**src/rtl/r0_arbiter.sv**
```systemverilog
// r0_arbiter
//   Round-robin arbiter/sequencer sharing one r0_multiplexer among four
//   requesters (ALU operand fetch, memory load, I/O, PC path). A winning
//   requester's op/a/b lane is latched and driven to the mux. The arbiter
//   waits for mux_ready, captures the mux outputs and returns them with a
//   one-cycle done pulse. A bounded wait keeps a stalled mux from locking
//   the bus.
//
// Ports
//   clk, rst_n            clock, asynchronous active-low reset
//   req[3:0]              level request per requester, held until its done
//   op[7:0]               packed 2-bit mux state per requester {op3..op0}
//   a[31:0], b[31:0]      packed 8-bit value1/value2 per requester
//   gnt[3:0]              one-hot grant, ISSUE through DONE
//   done[3:0]             one-hot one-cycle completion pulse
//   err                   timeout flag, coincident with done
//   rdata1, rdata2        captured mux outputs, held until next capture
//   busy                  FSM not in IDLE
//   mux_en, mux_state, mux_value1, mux_value2   drive the mux
//   mux_ready, mux_out1, mux_out2               from the mux
module r0_arbiter #(
   parameter int NREQ    = 4,
   parameter int TIMEOUT = 15
) (
   input  logic                clk,
   input  logic                rst_n,
   input  logic [NREQ-1:0]     req,
   input  logic [2*NREQ-1:0]   op,
   input  logic [8*NREQ-1:0]   a,
   input  logic [8*NREQ-1:0]   b,
   output logic [NREQ-1:0]     gnt,
   output logic [NREQ-1:0]     done,
   output logic                err,
   output logic [7:0]          rdata1,
   output logic [7:0]          rdata2,
   output logic                busy,
   output logic                mux_en,
   output logic [1:0]          mux_state,
   output logic [7:0]          mux_value1,
   output logic [7:0]          mux_value2,
   input  logic                mux_ready,
   input  logic [7:0]          mux_out1,
   input  logic [7:0]          mux_out2
);

   localparam logic [1:0] S_IDLE  = 2'd0;
   localparam logic [1:0] S_ISSUE = 2'd1;
   localparam logic [1:0] S_WAIT  = 2'd2;
   localparam logic [1:0] S_DONE  = 2'd3;

   localparam logic [7:0] TMO = 8'(TIMEOUT);

   logic [1:0] state;
   logic [1:0] idx;
   logic [1:0] last;
   logic [1:0] op_q;
   logic [7:0] a_q;
   logic [7:0] b_q;
   logic [7:0] cnt;
   logic       tmo;

   logic [1:0]      pick;
   logic [1:0]      cand;
   logic [NREQ-1:0] idx_oh;

   // Scan last+4 (== last) down to last+1 so the candidate closest after
   // 'last' overwrites the others and wins: strict rotation.
   always_comb begin
      pick = '0;
      cand = '0;
      for (int i = NREQ; i >= 1; i--) begin
         cand = last + 2'(i);
         if (req[cand]) pick = cand;
      end
   end

   always_comb begin
      idx_oh      = '0;
      idx_oh[idx] = 1'b1;
   end

   always_ff @(posedge clk or negedge rst_n) begin
      if (!rst_n) begin
         state  <= S_IDLE;
         idx    <= '0;
         last   <= 2'd3;
         op_q   <= '0;
         a_q    <= '0;
         b_q    <= '0;
         cnt    <= '0;
         tmo    <= 1'b0;
         rdata1 <= '0;
         rdata2 <= '0;
      end else begin
         case (state)
            S_IDLE: begin
               if (|req) begin
                  idx   <= pick;
                  op_q  <= op[{pick, 1'b0} +: 2];
                  a_q   <= a[{pick, 3'b000} +: 8];
                  b_q   <= b[{pick, 3'b000} +: 8];
                  cnt   <= '0;
                  tmo   <= 1'b0;
                  state <= S_ISSUE;
               end
            end
            // mux_ready is deliberately not looked at here: the mux has
            // only just seen en and any ready now is stale.
            S_ISSUE: state <= S_WAIT;
            S_WAIT: begin
               if (mux_ready) begin
                  rdata1 <= mux_out1;
                  rdata2 <= mux_out2;
                  state  <= S_DONE;
               end else if (cnt == TMO) begin
                  tmo   <= 1'b1;
                  state <= S_DONE;
               end else begin
                  cnt <= cnt + 8'd1;
               end
            end
            default: begin
               last  <= idx;
               state <= S_IDLE;
            end
         endcase
      end
   end

   assign busy   = (state != S_IDLE);
   assign mux_en = (state == S_ISSUE) || (state == S_WAIT);
   assign gnt    = busy ? idx_oh : '0;
   assign done   = (state == S_DONE) ? idx_oh : '0;
   assign err    = (state == S_DONE) && tmo;

   // Mux inputs are forced to zero outside ISSUE/WAIT so nothing stale
   // leaks to the mux while it is disabled.
   assign mux_state  = mux_en ? op_q : '0;
   assign mux_value1 = mux_en ? a_q  : '0;
   assign mux_value2 = mux_en ? b_q  : '0;

endmodule

```
**config.mk**
```make
export PLATFORM = sky130hd
export DESIGN_NAME = r0_arbiter
export DESIGN_NICKNAME = d
export VERILOG_FILES = /design/src/rtl/r0_arbiter.sv
export SDC_FILE = /design/constraint.sdc
export NUM_CORES = 1
export LEC_CHECK = 0
export CAP_MARGIN = 20
export CORE_MARGIN = 2
export CORE_UTILIZATION = 41
export DETAILED_ROUTE_END_ITERATION = 16
export GPL_ROUTABILITY_DRIVEN = 0
export GPL_TIMING_DRIVEN = 0
export PLACE_DENSITY = 0.8
export SLEW_MARGIN = 0
export SYNTH_ARGS = -nofsm -noshare
export SYNTH_HDL_FRONTEND = slang
export SYNTH_SLANG_ARGS = --single-unit
```
**constraint.sdc**
```tcl
create_clock -name clk -period 2.7 [get_ports clk]
set_input_delay 0.405 -clock clk [delete_from_list [all_inputs] [get_ports clk]]
set_output_delay 0.405 -clock clk [all_outputs]
set_load 0.1 [all_outputs]
```
==> results of run 1 <==
==> registers in the layout (all words and copies together), names as in the netlist <==
register,cells
rdata1,8
cnt,8
state,2
a_q,8
b_q,8
tmo,1
idx,2
last,2
rdata2,8
op_q,2
==> final cells by class <==
| class | count | area, µm² |
|---|---|---|
| Sequential cell | 49 | 1230 |
| Tap cell | 96 | 120 |
| Multi-Input combinational cell | 245 | 1620 |
| Fill cell | 574 | 2360 |
| Buffer | 23 | 103 |
| Clock buffer | 6 | 82.6 |
| Inverter | 4 | 15.0 |
| Clock inverter | 2 | 37.5 |
| Timing Repair Buffer | 140 | 1310 |
==> cell usage after synthesis (2+ instances only) <==
| library cell | number | area [µm²] |
|---|---|---|
| a211oi_1 | 19 | 143 |
| a21oi_1 | 3 | 15.0 |
| a221oi_1 | 18 | 158 |
| a22o_1 | 3 | 26.3 |
| and2_1 | 21 | 131 |
| and3_1 | 21 | 131 |
| buf_2 | 12 | 60.1 |
| clkbuf_1 | 10 | 37.5 |
| dfrtp_1 | 47 | 1180 |
| dfstp_2 | 2 | 52.6 |
| ha_1 | 5 | 62.6 |
| inv_1 | 4 | 15.0 |
| mux2_2 | 18 | 203 |
| nand2_1 | 26 | 97.6 |
| nand2b_1 | 4 | 25.0 |
| nand3_1 | 2 | 10.0 |
| nand4_1 | 4 | 25.0 |
| nor2_1 | 31 | 116 |
| nor3_1 | 38 | 190 |
| nor3b_1 | 3 | 22.5 |
| o21a_1 | 2 | 15.0 |
| o21ai_0 | 3 | 15.0 |
| or4b_1 | 2 | 20.0 |
| xor2_1 | 6 | 52.6 |
==> cell families after synthesis <==
kind of cell	after synthesis	share of synthesized area, %
AO/OA/AOI/OAI	56	14.8
flip-flops	49	41.7
AND/OR/NAND/NOR	159	28.4
XOR/XNOR	6	1.78
multiplexers	19	7.22
adder cells (fa/ha/maj)	5	2.12
buffers and inverters	27	3.95
==> stage by stage <==
stage	instance area (µm²)	hold WS (ns)	setup TNS [ns]	std cells
3_5_place_dp	4490	0.411	-3.43	557
2_1_floorplan	2960	0.109	-1.95	321
4_1_cts	4550	0.0787	0	565
6_report	4510	0.0660	0	565
3_3_place_gp	4470	0.469	-10.83	556
5_1_grt	4510	0.0984	0	565
==> critical path, delay by kind of cell (launching register included) <==
family | cells | cell delay [ns]
and+or+nand+nor | 1 | 0.17
buffers and inverters | 3 | 1.12
DFF | 1 | 0.40
adders and majority gates | 1 | 0.19
==> cells in the final DEF (no fill, tap or decap), types with 2 or more instances in the layout <==
cell             synthesis  routed
nor2_1                  31      31
a211oi_1                19      19
buf_2                   12      22
nor3_1                  38      38
dlymetal6s2s_1           0       3
mux2_2                  18      18
a22o_1                   3       3
and2_1                  21      12
clkbuf_2                 0      12
nand3_1                  2       2
clkbuf_1                10       9
xor2_1                   6       6
clkbuf_8                 0       6
ha_1                     5       5
o21a_1                   2       2
nand2b_1                 4       4
dfstp_2                  2       2
a21oi_1                  3       3
and3_1                  21      20
inv_1                    4       4
and2_2                   0       9
dfrtp_1                 47      47
o21ai_0                  3       3
nand2_1                 26      26
dlygate4sd2_1            0       5
nor3b_1                  3       2
nand4_1                  4       4
clkdlybuf4s50_1          0     109
a221oi_1                18      18
or4b_1                   2       2
==> layer usage <==
metal / wire, µm / up-vias / part of all wire (%) / track usage (%)
li1: - / 1468 / - / -
met4: 116 / 0 / 1.3 / 5.10
met2: 4270 / 144 / 48 / 38.6
met1: 3660 / 1402 / 42 / 28.6
met5: 0 / - / 0 / 0
met3: 763 / 10 / 8.7 / 5.13
==> what timing repair did <==
item	4_1_cts	5_1_grt
gates cloned	0	0
setup endpoints to repair	26	23
gates resized for setup	67	26
==> final timing paths <==
path,startpoint,end,slack (ns),cells after the start
min in group clk,tmo,tmo,0.50,2
min,rst_n,cnt[7],0.07,1
min reg2reg,tmo,tmo,0.50,2
max reg2reg,state[0],a_q[4],0.23,9
max,state[0],gnt[0],0.10,5
max in group asynchronous,rst_n,last[0],2.03,2
==> impl_metrics.ini, run 1 <==
[setup_path]
cp_slowest_cell = dlygate4sd2_1
arrival_ns = 2.19
cp_max_fo = 10
required_ns = 2.30
crit_chain = inv_1 > ha_1 > buf_2 > nor3_1 > dlygate4sd2_1
critPathKind = register to output port
startpoint_type = register
critical-path-max-stage-delay_ns = 0.87
crit_path_end_kind = output port

[cts]
clk_pin_slew_ns = 0.10
cts_setup_buffers = 0
root_buffer = clkbuf_8
hold_buffers = 0
clock_path_buffers = 2
clock-sinks = 49
ctsHtreeMaxLevel = 2
cts_buffers = 5
cts_tree = built
clk_latency_ns = 0.30

[grt]
grt_pass1_vias = 2986
grt_max_degree = 28
antenna_found_initial = 1
grtUsageTotal_pct = 22.4
grt.overflow.total = 0
grt_pass1_wl_um = 14000

[sta]
hold_viol = 0
worst_pin_slew_ns = 0.989
slew_viol_final = 0
fin_crit_sh_pct = 96.2
setup_slack_ns = 0.104
finalSetupViolations = 0
maxSlewHeadroom_pct = 33.9
fmax_mhz = 385
rsz0062_at_grt = no
min_period_ns = 2.60
skew_ns = 0.00801

[detailed_routing]
drt-total-wl_um = 8810
wl_per_cell_um = 15.6
num_vias = 3024
avgViaCountPerCell = 5.35
drt-initial-drc-count = 144
drcViolationCount = 0
dr.pass1.iters = 4
antenna_left = 0

[min_path]
worstHoldPathType = input port to asynchronous set/reset pin

[floorplanning]
die_h_um = 88.8
num_rows = 30
start_util_pct = 42.9
pin_count = 140
die_area_um2 = 7880
core_area_um2 = 6870
die_x_um = 88.8

[placement]
port_buffers = 139
dpl.hpwl_um = 6920
pre_cts_slack_ns = -0.369

[final_layout]
finalNetCount = 568
drive_gt1_share_pct = 17.3
insertedDiodeCount = 0
area_growth_pct = 53.2
final_core_util_pct = 65.7

[yosys]
synth_seq_cells = 49
yosysUniqueCellTypes = 41
synth_seq_area_share_pct = 41.7
synth_flop_cell = dfrtp_1
ys_warn_count = 0
syn_inst = 321
synth-edff-count = 0
syn_avg_cell_area_um2 = 9.18
synth_nets = 421
ys_async_sr_fraction_pct = 100
netlist_area_um2 = 2950

[outcome]
outcome = completed

[run]
drv_cap = 0
Power of run 1 is left out: the tool's default activity adds up to more than one toggle a clock period on the data nets, which glitch-free logic cannot reach.
==> run 2, diff against run 1 <==
--- a/config.mk
+++ b/config.mk
@@ -16,3 +16,4 @@
 export SYNTH_ARGS = -nofsm -noshare
 export SYNTH_HDL_FRONTEND = slang
 export SYNTH_SLANG_ARGS = --single-unit
+export TNS_END_PERCENT = 30
==> run 2 against run 1 <==
  * Critical path depth did not move
  * Core utilization rose by 0.31 points
  * Clock skew fell by 0.0026 ns
  * Fmax rose by 0.21%
  * Non-clock buffer count did not move
  * Sequential cell count did not move
==> impl_metrics.ini, run 2 (synthesis results as in run 1) <==
[detailed_routing]
drcViolationCount = 0
dr.pass1.iters = 4
drt-total-wl_um = 8880
met3_length_um = 621
num_vias = 3028
drt-initial-drc-count = 96
antenna_left = 0
routed.top_layer = met4
avgViaCountPerCell = 5.36
wl_per_cell_um = 15.7
drt-met1-wl_um = 3820
wl_met2_um = 4300

[sta]
slew_viol_final = 0
worst_pin_slew_ns = 0.980
min_period_ns = 2.59
rsz0062_at_grt = no
fmax_mhz = 386
setup_slack_ns = 0.109
fin_crit_sh_pct = 96.0
hold_viol = 0
maxSlewHeadroom_pct = 34.5
skew_ns = 0.00543
finalSetupViolations = 0

[setup_path]
startpoint_type = register
required_ns = 2.30
critPathKind = register to output port
arrival_ns = 2.19
crit_path_end_kind = output port
cp_max_fo = 10

[cts]
hold_buffers = 0
clk_pin_slew_ns = 0.09
clk_latency_ns = 0.30
cts_tree = built
ctsHtreeMaxLevel = 2
cts_buffers = 5
clock-sinks = 49
root_buffer = clkbuf_8
clock_path_buffers = 2

[floorplanning]
die_x_um = 88.8
num_rows = 30
die_area_um2 = 7880
die_h_um = 88.8
start_util_pct = 42.9
pin_count = 140
core_area_um2 = 6870

[outcome]
outcome = completed

[min_path]
worstHoldPathType = input port to asynchronous set/reset pin

[final_layout]
drive_gt1_share_pct = 15.4
final_core_util_pct = 66.0
finalNetCount = 568
area_growth_pct = 54.0
final_cell_mix = clkdlybuf4s50_1, dfrtp_1, nor3_1
layout_commonest_cell = clkdlybuf4s50_1
nFillCells = 576
insertedDiodeCount = 0

[grt]
grt.overflow.total = 0
grt_max_degree = 30
grtUsageTotal_pct = 22.7
antenna_found_initial = 0
grt_pass1_wl_um = 14000
grt_pass1_vias = 2889

[placement]
pre_cts_slack_ns = -0.397
dpl.hpwl_um = 6900
port_buffers = 139

[run]
drv_cap = 0
==> run 2: per-stage QoR <==
stage          instance area, µm²  TNS [ns]  instances  hold slack [ns]
2_1_floorplan                2950     -3.05        321            0.109
3_3_place_gp                 4460    -11.81        556            0.470
3_5_place_dp                 4480     -3.94        557            0.389
4_1_cts                      4560         0        565           0.0622
5_1_grt                      4530         0        565           0.0791
6_report                     4530         0        565           0.0495
==> run 2: worst paths after layout <==
| check | from | endpoint | slack, ns | cells past startpoint |
|---|---|---|---|---|
| min in group clk | rdata2[3] | rdata2[3] | 0.51 | 1 |
| max in group asynchronous | rst_n | last[0] | 2.06 | 2 |
| setup reg to reg | state[0] | cnt[7] | 0.31 | 8 |
| hold / removal | rst_n | cnt[2] | 0.05 | 1 |
| hold reg to reg | rdata2[3] | rdata2[3] | 0.51 | 1 |
| setup / recovery | state[0] | gnt[2] | 0.11 | 5 |
==> run 2: repair_timing <==
action | in CTS | in global routing
resized for setup | 84 | 18
setup buffers | 0 | 0
endpoints found under the setup margin | 28 | 22
==> run 2: layer usage <==
layer / vias up / track usage, %
met5: - / 0
met4: 0 / 5.37
met3: 12 / 4.66
met2: 125 / 38.8
met1: 1423 / 29.4
li1: 1468 / -
==> run 2: layout make-up <==
cell class,count,area (µm²),area share (%)
clock inverters,1,30.0,0.662
clock buffers,7,86.3,1.90
flip-flops and latches,49,1230,27.1
multi-input cells,245,1610,35.6
repair buffers,140,1340,29.5
well taps,96,120,2.65
inverters,4,15.0,0.331
plain buffers,23,103,2.26
==> run 2: worst max-delay path, cell delays in order (launching register included) <==
cell and delay [ns]:
dfrtp_1 0.40, inv_1 0.08, ha_1 0.19, buf_2 0.17, nor3b_1 0.19, dlygate4sd1_1 0.86
Power of run 2 is left out for the same reason.
==> run 3, diff against run 2 <==
--- a/config.mk
+++ b/config.mk
@@ -7,11 +7,12 @@
 export LEC_CHECK = 0
 export CAP_MARGIN = 20
 export CORE_MARGIN = 2
-export CORE_UTILIZATION = 41
+export CORE_UTILIZATION = 40
 export DETAILED_ROUTE_END_ITERATION = 16
 export GPL_ROUTABILITY_DRIVEN = 0
 export GPL_TIMING_DRIVEN = 0
-export PLACE_DENSITY = 0.8
+export PLACE_DENSITY = 0.79
+export RECOVER_POWER = 50
 export SLEW_MARGIN = 0
 export SYNTH_ARGS = -nofsm -noshare
 export SYNTH_HDL_FRONTEND = slang
==> constraint.sdc (replaced) <==
create_clock -name clk -period 2.4 [get_ports clk]
set_input_delay 0.36 -clock clk [delete_from_list [all_inputs] [get_ports clk]]
set_output_delay 0.36 -clock clk [all_outputs]
set_load 0.1 [all_outputs]
==> run 3 against run 2 <==
  * Sequential share of layout area down 0.85 points
  * Clock skew up 0.0015 ns
  * First-iteration DRC count grew 9.4%
  * Count of clock-buffer cells in the layout shrank 1
  * Register-to-register slack worse by 0.18 ns
  * Critical path depth fell by 2
==> impl_metrics.ini, run 3 (synthesis results as in run 1) <==
[outcome]
outcome = completed

[detailed_routing]
antenna_left = 0
wl_per_cell_um = 15.7
drt-initial-drc-count = 105
dr.pass1.iters = 4
drcViolationCount = 0
num_vias = 3041
drt-total-wl_um = 9050
avgViaCountPerCell = 5.27

[sta]
slew_viol_final = 0
skew_ns = 0.00690
min_period_ns = 2.35
setup_slack_ns = 0.0526
finalSetupViolations = 0
fin_crit_sh_pct = 97.8
rsz0062_at_grt = yes
worst_pin_slew_ns = 0.975
fmax_mhz = 426
maxSlewHeadroom_pct = 34.8
hold_viol = 0

[floorplanning]
die_area_um2 = 8070
die_x_um = 89.8
num_rows = 31
pin_count = 140
start_util_pct = 41.0
die_h_um = 89.8
core_area_um2 = 7180

[grt]
top_usage_layer = met2
grt_pass1_wl_um = 14800
grt_pass1_vias = 3055
grtUsageTotal_pct = 22.1
grt.overflow.total = 0
use_met3_pct = 4.69
grt_max_degree = 41
grt_use_met1_pct = 29.0
antenna_found_initial = 0
met2_usage_pct = 37.7

[final_layout]
insertedDiodeCount = 0
area_growth_pct = 58.9
final_cell_mix = clkdlybuf4s50_1, dfrtp_1, nor3_1
layout_commonest_cell = clkdlybuf4s50_1
drive_gt1_share_pct = 20.5
finalNetCount = 577

[cts]
clk_latency_ns = 0.30
clock-sinks = 49
cts_tree = built
clock_path_buffers = 2
clk_pin_slew_ns = 0.09
root_buffer = clkbuf_8
cts_buffers = 5
ctsHtreeMaxLevel = 2

[setup_path]
required_ns = 2.04
worstSetupStartpoint = state[1]
startpoint_type = register
crit_path_end = err
arrival_ns = 1.99
critPathKind = register to output port
rrSetupSlack_ns = 0.13
timing.rr.end = a_q[5]
r2r.worst_path.cells = 6
reg2reg_from = last[0]
cp_max_fo = 5
crit_path_end_kind = output port

[min_path]
worstHoldPathType = register to register

[run]
drv_cap = 0

[placement]
pre_cts_slack_ns = -0.587
dpl.hpwl_um = 6850
port_buffers = 139
[run 3: cell count changes in the layout (fill, tap and decap cells not counted), moves of 4 or more]
| cell | previous run | this run |
|---|---|---|
| buf_4 | 5 | 16 |
| and2_2 | 0 | 5 |
| dlygate4sd2_1 | 6 | 1 |
| buf_2 | 17 | 13 |
| clkdlybuf4s15_2 | 5 | 11 |
| and2_1 | 21 | 16 |
[run 3: per-layer routing]
metal	vias to the layer above	part of all wire, %
li1	1479	-
met1	1431	45
met2	121	48
met3	10	5.8
met4	0	1.3
met5	-	0
[run 3: area by class of cell]
class / instances / area, µm²
clock inverters: 2 / 37.5
repair buffers: 150 / 1440
well taps: 99 / 124
fillers: 617 / 2490
plain buffers: 22 / 98.8
flip-flops and latches: 49 / 1230
inverters: 4 / 15.0
clock buffers: 6 / 82.6
multi-input cells: 245 / 1660
[run 3: per-stage QoR]
stage	TNS (ns)	hold WS, ns	utilization [%]	area, µm²	cells
after CTS	-0.0823	0.459	64.6	4640	569
after detailed placement	-12.14	0.251	62.6	4490	560
after global placement	-32.52	0.482	62.4	4470	559
final	0	0.511	65.2	4680	577
after global routing	-0.0367	0.530	65.2	4680	577
after floorplan	-3.86	0.0644	-	2960	321
[run 3: timing repair]
| action | in CTS | in global routing |
|---|---|---|
| cloned | 0 | 0 |
| hold endpoints to repair | 9 | 0 |
| hold buffers | 1 | 0 |
| pin swaps | 0 | 3 |
| gates resized for setup | 117 | 21 |
| setup buffers | 0 | 9 |
| setup endpoints to repair | 39 | 24 |
[run 3: worst min-delay path by stage]
stage                    from         to  cells past startpoint
finish              rdata2[2]  rdata2[2]                      1
global route        rdata1[1]  rdata1[1]                      1
CTS                     rst_n     b_q[5]                      2
detailed placement      rst_n     cnt[6]                      1
global placement          tmo        tmo                      2
floorplan               rst_n     a_q[0]                      0
[run 3: critical path, cell delays in order, from the launching register on]
cell and delay [ns]:
dfrtp_1 0.41, ha_1 0.27, and2_1 0.15, dlygate4sd2_1 0.85
Power of run 3 is left out for the same reason.
